### config.mk
export PLATFORM = sky130hd
export DESIGN_NAME = ahb_gpio_master_arb_flat
export DESIGN_NICKNAME = d
export VERILOG_FILES = /design/src/rtl/ahb_gpio_master_arb_if.sv /design/src/rtl/ahb_gpio_master_arb.sv /design/src/flat_wrapper.sv
export SDC_FILE = /design/constraint.sdc
export NUM_CORES = 1
export LEC_CHECK = 0
export ABC_AREA = 1
export CELL_PAD_IN_SITES_DETAIL_PLACEMENT = 0
export CELL_PAD_IN_SITES_GLOBAL_PLACEMENT = 1
export CORE_AREA = 3 3 106 108
export CTS_BUF_LIST = sky130_fd_sc_hd__clkbuf_2
export DETAILED_ROUTE_END_ITERATION = 16
export DIE_AREA = 0 0 109 111
export PLACE_DENSITY = 0.95
export SLEW_MARGIN = 10
export SYNTH_ARGS = -nofsm -noshare
export SYNTH_HDL_FRONTEND = slang
export SYNTH_SLANG_ARGS = --single-unit
### constraint.sdc
create_clock -name HCLK -period 2.6 [get_ports HCLK]
set_clock_uncertainty 0.05 [all_clocks]
set_input_delay 0.39 -clock HCLK [delete_from_list [all_inputs] [get_ports HCLK]]
set_output_delay 0.39 -clock HCLK [all_outputs]
set_load 0.02 [all_outputs]
### src/rtl/ahb_gpio_master_arb_if.sv
// AHB-lite bus between the two-requester GPIO front end and the GPIO slave.
// It also carries the parity-mode select and the parity-error return.
interface ahb_gpio_master_arb_if;
    logic        HSEL;
    logic [31:0] HADDR;
    logic [1:0]  HTRANS;
    logic        HWRITE;
    logic [31:0] HWDATA;
    logic        HREADY;
    logic        PARITYSEL;
    logic        HREADYOUT;
    logic [31:0] HRDATA;
    logic        PARITYERR;

    modport master (
        output HSEL, HADDR, HTRANS, HWRITE, HWDATA, HREADY, PARITYSEL,
        input  HREADYOUT, HRDATA, PARITYERR
    );

    modport slave (
        input  HSEL, HADDR, HTRANS, HWRITE, HWDATA, HREADY, PARITYSEL,
        output HREADYOUT, HRDATA, PARITYERR
    );
endinterface

### src/rtl/ahb_gpio_master_arb.sv
// Round-robin front end that shares one AHB-lite GPIO slave between two requesters.
// Each grant becomes one NONSEQ transfer, and its result goes back to the winner.
//
// state | meaning
// IDLE  | wait for a request, grant round-robin, latch it
// ADDR  | address phase, one cycle, NONSEQ
// DATA  | data phase, wait for HREADYOUT or the timeout
// RESP  | one-cycle response strobe to the granted requester
module ahb_gpio_master_arb #(
    parameter logic [31:0] ADDR_DATA = 32'h5300_0000,
    parameter logic [31:0] ADDR_DIR  = 32'h5300_0004,
    parameter int          TIMEOUT   = 16
) (
    input  logic        HCLK,
    input  logic        HRESETn,
    input  logic [1:0]  req_valid,
    input  logic [1:0]  req_write,
    input  logic [1:0]  req_sel,
    input  logic [31:0] req_wdata,
    output logic [1:0]  req_ready,
    output logic [1:0]  rsp_valid,
    output logic [15:0] rsp_rdata,
    output logic        rsp_err,
    input  logic        cfg_parity_sel,
    ahb_gpio_master_arb_if.master bus
);

    typedef enum logic [1:0] {IDLE, ADDR, DATA, RESP} state_t;

    localparam logic [7:0] CNT_LAST = 8'(TIMEOUT - 1);

    state_t      state_q, state_d;
    logic        grant_q;
    logic        last_q;
    logic        wr_q;
    logic        sel_q;
    logic [15:0] wdata_q;
    logic [15:0] rdata_q;
    logic        err_q;
    logic [7:0]  cnt_q;
    logic        psel_q;

    logic        g;
    logic        accept;
    logic        done;
    logic        tout;
    logic        unused_hi;

    assign unused_hi = ^bus.HRDATA[31:16];

    // Alternate only on a tie; a lone requester always wins.
    assign g = (req_valid == 2'b11) ? ~last_q : req_valid[1];

    always_comb begin
        state_d = state_q;
        accept  = 1'b0;
        done    = 1'b0;
        tout    = 1'b0;
        case (state_q)
            IDLE: begin
                if (|req_valid) begin
                    accept  = 1'b1;
                    state_d = ADDR;
                end
            end
            ADDR: state_d = DATA;
            DATA: begin
                if (bus.HREADYOUT) begin
                    done    = 1'b1;
                    state_d = RESP;
                end else if (cnt_q == CNT_LAST) begin
                    tout    = 1'b1;
                    state_d = RESP;
                end
            end
            RESP:    state_d = IDLE;
            default: state_d = IDLE;
        endcase
    end

    // Reset gates the accept strobe so nothing is offered while the bus is held.
    assign req_ready     = (accept && HRESETn) ? (g ? 2'b10 : 2'b01) : 2'b00;
    assign rsp_valid     = (state_q == RESP) ? (grant_q ? 2'b10 : 2'b01) : 2'b00;
    assign rsp_rdata     = (state_q == RESP) ? rdata_q : 16'h0;
    assign rsp_err       = (state_q == RESP) && err_q;

    assign bus.HSEL      = (state_q == ADDR);
    assign bus.HTRANS    = (state_q == ADDR) ? 2'b10 : 2'b00;
    assign bus.HADDR     = (state_q == ADDR) ? (sel_q ? ADDR_DIR : ADDR_DATA) : 32'h0;
    assign bus.HWRITE    = (state_q == ADDR) && wr_q;
    assign bus.HWDATA    = ((state_q == DATA) && wr_q) ? {16'h0, wdata_q} : 32'h0;
    assign bus.HREADY    = bus.HREADYOUT;
    assign bus.PARITYSEL = psel_q;

    always_ff @(posedge HCLK or negedge HRESETn) begin
        if (!HRESETn) begin
            state_q <= IDLE;
            grant_q <= 1'b0;
            last_q  <= 1'b1;
            wr_q    <= 1'b0;
            sel_q   <= 1'b0;
            wdata_q <= 16'h0;
            rdata_q <= 16'h0;
            err_q   <= 1'b0;
            cnt_q   <= 8'h0;
            psel_q  <= 1'b0;
        end else begin
            state_q <= state_d;
            psel_q  <= cfg_parity_sel;
            if (accept) begin
                grant_q <= g;
                last_q  <= g;
                wr_q    <= req_write[g];
                sel_q   <= req_sel[g];
                wdata_q <= g ? req_wdata[31:16] : req_wdata[15:0];
                cnt_q   <= 8'h0;
            end
            if (done) begin
                rdata_q <= wr_q ? 16'h0 : bus.HRDATA[15:0];
                err_q   <= bus.PARITYERR & ~wr_q;
            end else if (tout) begin
                rdata_q <= 16'h0;
                err_q   <= 1'b1;
            end else if (state_q == DATA) begin
                cnt_q <= cnt_q + 8'h1;
            end
        end
    end

endmodule

### src/flat_wrapper.sv
// flat-port wrapper written by rule: the top's interface ports become plain ports
module ahb_gpio_master_arb_flat 
#(
    parameter logic [31:0] ADDR_DATA = 32'h5300_0000,
    parameter logic [31:0] ADDR_DIR  = 32'h5300_0004,
    parameter int          TIMEOUT   = 16
)
  (HCLK, HRESETn, req_valid, req_write, req_sel, req_wdata, req_ready, rsp_valid, rsp_rdata, rsp_err, cfg_parity_sel, bus_HSEL, bus_HADDR, bus_HTRANS, bus_HWRITE, bus_HWDATA, bus_HREADY, bus_PARITYSEL, bus_HREADYOUT, bus_HRDATA, bus_PARITYERR);
  ahb_gpio_master_arb_if bus_i ();
  input  logic HCLK;
  input  logic HRESETn;
  input  logic [1:0] req_valid;
  input  logic [1:0] req_write;
  input  logic [1:0] req_sel;
  input  logic [31:0] req_wdata;
  output logic [1:0] req_ready;
  output logic [1:0] rsp_valid;
  output logic [15:0] rsp_rdata;
  output logic rsp_err;
  input  logic cfg_parity_sel;
  output wire logic [$bits(bus_i.HSEL)-1:0] bus_HSEL;
  output wire logic [$bits(bus_i.HADDR)-1:0] bus_HADDR;
  output wire logic [$bits(bus_i.HTRANS)-1:0] bus_HTRANS;
  output wire logic [$bits(bus_i.HWRITE)-1:0] bus_HWRITE;
  output wire logic [$bits(bus_i.HWDATA)-1:0] bus_HWDATA;
  output wire logic [$bits(bus_i.HREADY)-1:0] bus_HREADY;
  output wire logic [$bits(bus_i.PARITYSEL)-1:0] bus_PARITYSEL;
  input wire logic [$bits(bus_i.HREADYOUT)-1:0] bus_HREADYOUT;
  input wire logic [$bits(bus_i.HRDATA)-1:0] bus_HRDATA;
  input wire logic [$bits(bus_i.PARITYERR)-1:0] bus_PARITYERR;
  assign bus_HSEL = bus_i.HSEL;
  assign bus_HADDR = bus_i.HADDR;
  assign bus_HTRANS = bus_i.HTRANS;
  assign bus_HWRITE = bus_i.HWRITE;
  assign bus_HWDATA = bus_i.HWDATA;
  assign bus_HREADY = bus_i.HREADY;
  assign bus_PARITYSEL = bus_i.PARITYSEL;
  assign bus_i.HREADYOUT = bus_HREADYOUT;
  assign bus_i.HRDATA = bus_HRDATA;
  assign bus_i.PARITYERR = bus_PARITYERR;
  ahb_gpio_master_arb #(.ADDR_DATA(ADDR_DATA), .ADDR_DIR(ADDR_DIR), .TIMEOUT(TIMEOUT)) u_core (.HCLK(HCLK), .HRESETn(HRESETn), .req_valid(req_valid), .req_write(req_write), .req_sel(req_sel), .req_wdata(req_wdata), .req_ready(req_ready), .rsp_valid(rsp_valid), .rsp_rdata(rsp_rdata), .rsp_err(rsp_err), .cfg_parity_sel(cfg_parity_sel), .bus(bus_i));
endmodule
Word-level counts from Yosys, hierarchy flattened
Index checks and enable logic that the tools add are counted.
{"block": "word_totals", "reg_bits": 48, "output_inout_bits": 91, "input_bits": 75, "wordCells": 65}
{"block": "op_classes", "order_cmp": 1, "eq_ne": 7, "bitwise": 3, "addsub": 1, "reduce_logical": 8, "n_mux": 35}
{"cell": "$mux W16", "count": 6}
{"cell": "$mux W32", "count": 1}
{"cell": "$mux W8", "count": 4}
{"cell": "$mux W2", "count": 8}
{"cell": "$mux W1", "count": 14}
{"cell": "$add A8 B1 Y8 const B", "count": 1}
{"cell": "$eq A8 B4 Y1 const B", "count": 1}
{"cell": "$pmux W2 S4", "count": 1}
{"cell": "$eq A2 B2 Y1 const B", "count": 3}
{"cell": "$logic_and A1 B1 Y1", "count": 4}
{"cell": "$mux W3", "count": 1}
{"cell": "$ne A3 B2 Y1 const B", "count": 1}
{"cell": "$eq A2 B1 Y1 const B", "count": 1}
{"cell": "$logic_not A2 Y1", "count": 1}
{"cell": "$lt A1 B2 Y1 const B", "count": 1}
{"cell": "$ne A2 B1 Y1 const B", "count": 1}
{"cell": "$not A1 Y1", "count": 2}
{"cell": "$reduce_and A2 Y1", "count": 1}
{"cell": "$reduce_bool A2 Y1", "count": 1}
{"cell": "$reduce_or A2 Y1", "count": 1}
{"cell": "$and A1 B1 Y1", "count": 1}

Longest topological paths before layout
{"block": "depth", "word_depth": 7, "depth_mapped": 10, "depth_no_buf": 8}

Worst setup path after synthesis
Ideal clock, no wire load.
{"block": "synth_timing", "path_type": "reg2out", "start": "reg u_core.state_q[0]", "end": "out bus_HWDATA[10]", "t_arrival_ns": 1.368, "slack_ns": 0.792, "path_buffers": 2, "path_stages_with_launch": 7, "required_time_ns": 2.160, "path_cell_list": "dfrtp_1 -> inv_1 -> ha_1 -> buf_4 -> nand2_1 -> buf_2 -> nor2_1"}
{"block": "synth_between", "elab_chain_len": 3}
{"item": "from (decl)", "line": "ahb_gpio_master_arb.sv:32", "text": "state_t state_q, state_d;"}
{"item": "from (signal assigned)", "line": "ahb_gpio_master_arb.sv:108", "text": "state_q <= state_d;"}
{"item": "$eq A2 B2 Y1", "line": "ahb_gpio_master_arb.sv:91", "text": "assign bus.HWDATA = ((state_q == DATA) && wr_q) ? {16'h0, wdata_q} : 32'h0;"}
{"item": "$logic_and A1 B1 Y1", "line": "ahb_gpio_master_arb.sv:91"}
{"item": "$mux W16", "line": "ahb_gpio_master_arb.sv:91"}
{"item": "to (decl)", "line": "flat_wrapper.sv:25", "text": "output wire logic [$bits(bus_i.HWDATA)-1:0] bus_HWDATA;"}
No other way between the ends.

Worst setup path in the final report
{"block": "layout_timing", "start": "reg u_core.state_q[0]", "end": "out rsp_rdata[7]"}
{"block": "layout_between", "elab_chain_len": 2}
{"item": "$eq A2 B2 Y1", "line": "ahb_gpio_master_arb.sv:84", "text": "assign rsp_rdata = (state_q == RESP) ? rdata_q : 16'h0;"}
{"item": "$mux W16", "line": "ahb_gpio_master_arb.sv:84"}
{"item": "to (decl)", "line": "flat_wrapper.sv:18", "text": "output logic [15:0] rsp_rdata;"}
No other way between the ends.

==> Implementation_results.wiki <==
{| class="wikitable"
! Metric !! Value
|-
| Result of the run || completed
|-
| Setup violators final || 0
|-
| Final weighted congestion of routability-driven global placement || approximately 0.8
|-
| Worst-Margin Slew || roughly 600 ps
|-
| Cell chain of the critical path || ha_1 -> buf_6 -> nand2_1 -> inv_1 -> clkdlybuf4s50_1
|-
| Count of warnings emitted by yosys || 0
|-
| Placeable core region || 0.0103 sq mm
|-
| Boundary Pins || 166
|-
| Worst-case headroom to the max-slew limit || 0.589
|-
| Placed inst area || about 0.0039 sq mm
|-
| Sum of net half-perimeters after detailed placement || between 5000 and 6000 um
|-
| Synth top area cells || sky130_fd_sc_hd__dfrtp_1 (40%), sky130_fd_sc_hd__buf_4 (13%), sky130_fd_sc_hd__nand2_1 (13%), sky130_fd_sc_hd__inv_1 (6.6%), sky130_fd_sc_hd__nor2_1 (5.8%)
|-
| Flip-flop and latch count after synthesis || 48
|-
| Worst-skew pair later-pin latency || around 420 ps
|-
| Number of core rows || 37
|-
| Net total in the final layout || 578
|-
| Area enclosed by the die boundary || 0.0121 sq mm
|-
| GRT Util Overall || 0.121
|-
| PnR worst setup slack || approximately 130 ps
|-
| Gate Count Post-Synth || 398
|-
| Setup TNS Final || 0 ps
|-
| Commonest non-fill, non-tap cells in the layout || sky130_fd_sc_hd__nand2_1 (100), sky130_fd_sc_hd__clkdlybuf4s50_1 (83), sky130_fd_sc_hd__inv_1 (52)
|-
| First-pass GRT wire length || 12,100 um
|-
| Iteration count of the initial detailed-routing pass || 5
|-
| Share of the clock period used by the worst path after layout || 0.949
|-
| Synthesis-to-layout area growth || 34.2%
|-
| CTS Buf Count || 5
|-
| Via count of the first global-routing pass || ~2,600
|-
| Antenna violations before repair || 0
|-
| Met3 routed wirelength || ~760 um
|-
| Overflow left after global routing || 0
|-
| IR drop worst, VDD || roughly 330 uV
|-
| Yosys top cell area share || 0.396
|-
| Via Count || between 2,000 and 3,000
|-
| Number of cell instances on the worst register-to-register path || 7
|-
| Critical Path Slowest Stage Cell || sky130_fd_sc_hd__clkdlybuf4s50_1
|-
| Post-route ant nets || 0
|-
| Aggregate routed wire length || around 7300 um
|-
| DRC violations left || 0
|-
| Most common library cell in the layout ignoring fill and taps || sky130_fd_sc_hd__nand2_1
|-
| Initial standard-cell utilization of the core || 0.288
|-
| Required arrival time at the worst endpoint || approximately 2200 ps
|-
| Post-synthesis cell area || between 0.002 and 0.003 sq mm
|-
| Number of clock sinks || 48
|-
| Overall die width || 109 um
|-
| DR vias/cell || 4.15
|-
| Critical path depth || 5
|-
| Met2 wirelength from detailed routing || about 3400 um
|-
| Placement-stage worst setup slack || 194 ps
|-
| Post-synthesis sequential area ratio || 0.405
|-
| Finished Cell Area || 0.00399 sq mm
|-
| # port buffers || 105
|-
| Met1 Wirelength || slightly above 3000 um
|-
| Clock root buffer || sky130_fd_sc_hd__clkbuf_2
|-
| Category of the critical setup timing path || reg -> out
|-
| Setup repair after global routing missed its margin || yes
|-
| Avg WL per Cell || 11.5 um
|-
| Synth Area per Inst || between 7 and 8 sq um
|-
| Arrival time reported for the critical path endpoint || ~2000 ps
|-
| Tightest Hold Check Type || in -> async
|-
| Buffers & Inverters on Critical Path || 3
|-
| Total of max-cap violations || 0
|-
| Crit-path leading delay family || buffers and inverters
|-
| Crit path launch type || register
|-
| Post-synthesis cell type count || 29
|-
| Pwr per Cell Area || 828 mW/mm^2
|-
| Hold Violations, Final || 0
|-
| Clock Tree Buf Depth || 2
|-
| CP Max Fanout || 19
|-
| Count of H-tree levels built during CTS || 2
|-
| Delay of the slowest cell on the worst path || 600 ps
|-
| Maximum number of pins on one net before global-route repair || a little under 50
|-
| Cell type with the highest aggregate area in the netlist || sky130_fd_sc_hd__dfrtp_1
|-
| Lkg Pwr || 0.00219 uW
|-
| Clock period minus final worst setup slack || roughly 2500 ps
|-
| Slew Viols, Final || 0
|-
| Height of the die || roughly 110 um
|-
| Clock slew at reported path FFs || about 270 ps
|-
| Highest clock rate || 405 MHz
|-
| Layout cell share with drive strength beyond 1 || 0.0723
|-
| Final core utilization || 0.386
|-
| Uppermost layer routed || met4
|-
| Count of inserted antenna diode cells || 0
|-
| Violation count after the first detailed-route iteration || 169
|-
| Worst Setup End Kind || output pin
|-
| CTS tree || yes
|}
[stage by stage]
| step | hold slack, ps | total power, uW | std cells |
|---|---|---|---|
| final | 26.3 | 3300 | 634 |
| after global routing | 52.0 | 3600 | 634 |
| after CTS | 19.2 | 3310 | 633 |
| after detailed placement | 409 | 3000 | 625 |
| after global placement | 404 | 2940 | 625 |
| after floorplan | 44.4 | 2440 | 441 |
[routing by layer]
layer	up-vias	GRT usage
met5	-	0
met2	122	0.204
li1	1326	-
met1	1179	0.153
met4	0	0.0236
met3	6	0.0379
[worst register-to-register path: stages (launching register included)]
cell and delay [ps]:
sky130_fd_sc_hd__dfrtp_1 470, sky130_fd_sc_hd__inv_1 170, sky130_fd_sc_hd__ha_1 300, sky130_fd_sc_hd__nand2_4 70
sky130_fd_sc_hd__buf_4 170, sky130_fd_sc_hd__inv_4 240, sky130_fd_sc_hd__o21ai_0 160, sky130_fd_sc_hd__o22ai_1 150
[registers in the layout (all words and copies together), names as in the netlist]
name / flops
u_core.bus.PARITYSEL: 1
u_core.cnt_q: 8
u_core.err_q: 1
u_core.grant_q: 1
u_core.last_q: 1
u_core.rdata_q: 16
u_core.sel_q: 1
u_core.state_q: 2
u_core.wdata_q: 16
u_core.wr_q: 1
[layout make-up]
cell class                 instances  area (sq um)
inverter                          57           216
tap                              136           170
clock buffer                       5          25.0
multi-input combinational        273          1270
fill                            1049          6340
clock inverter                     3          17.5
timing repair buffer             112          1090
sequential                        48          1200
[path summary, 6_finish.rpt]
path / startpoint / end / slack (ps)
max reg2reg: u_core.state_q[1] / u_core.wdata_q[12] / 760
min in group HCLK: cfg_parity_sel / u_core.bus.PARITYSEL / 340
max in group asynchronous: HRESETn / u_core.state_q[0] / 2050
min reg2reg: u_core.last_q / u_core.last_q / 450
min: HRESETn / u_core.err_q / 30
max: u_core.state_q[0] / rsp_rdata[7] / 130
[cells in the mapped netlist (all sizes together)]
cell    number
a21oi        3
buf         62
clkbuf       1
conb         1
dfrtp       47
dfstp        1
ha           6
inv         57
nand2      105
nand3       18
nand3b       1
nand4        2
nor2        49
nor3         1
o21ai       27
o22ai       17
[where the power goes]
part	total (uW)	switching, uW	internal, uW
Sequential	1200	156	1050
Clock	325	259	66.0
Combinational	1770	1070	702
Total	3300	1490	1810
[timing repair]
action,4_1_cts,5_1_grt
endpoints found under the setup margin,18,25
gates resized for setup,20,6
buffers inserted,0,1
hold buffers,0,0
[logic make-up after synthesis]
logic type | after synthesis | synth area share
buffers and inverters | 120 | 0.229
adder cells (fa/ha/maj) | 6 | 0.0253
flip-flops | 48 | 0.405
other | 1 | 0.00126
AO/OA/AOI/OAI | 47 | 0.0901
AND/OR/NAND/NOR | 176 | 0.249
No activity file was read; power rests on OpenSTA's default activity.
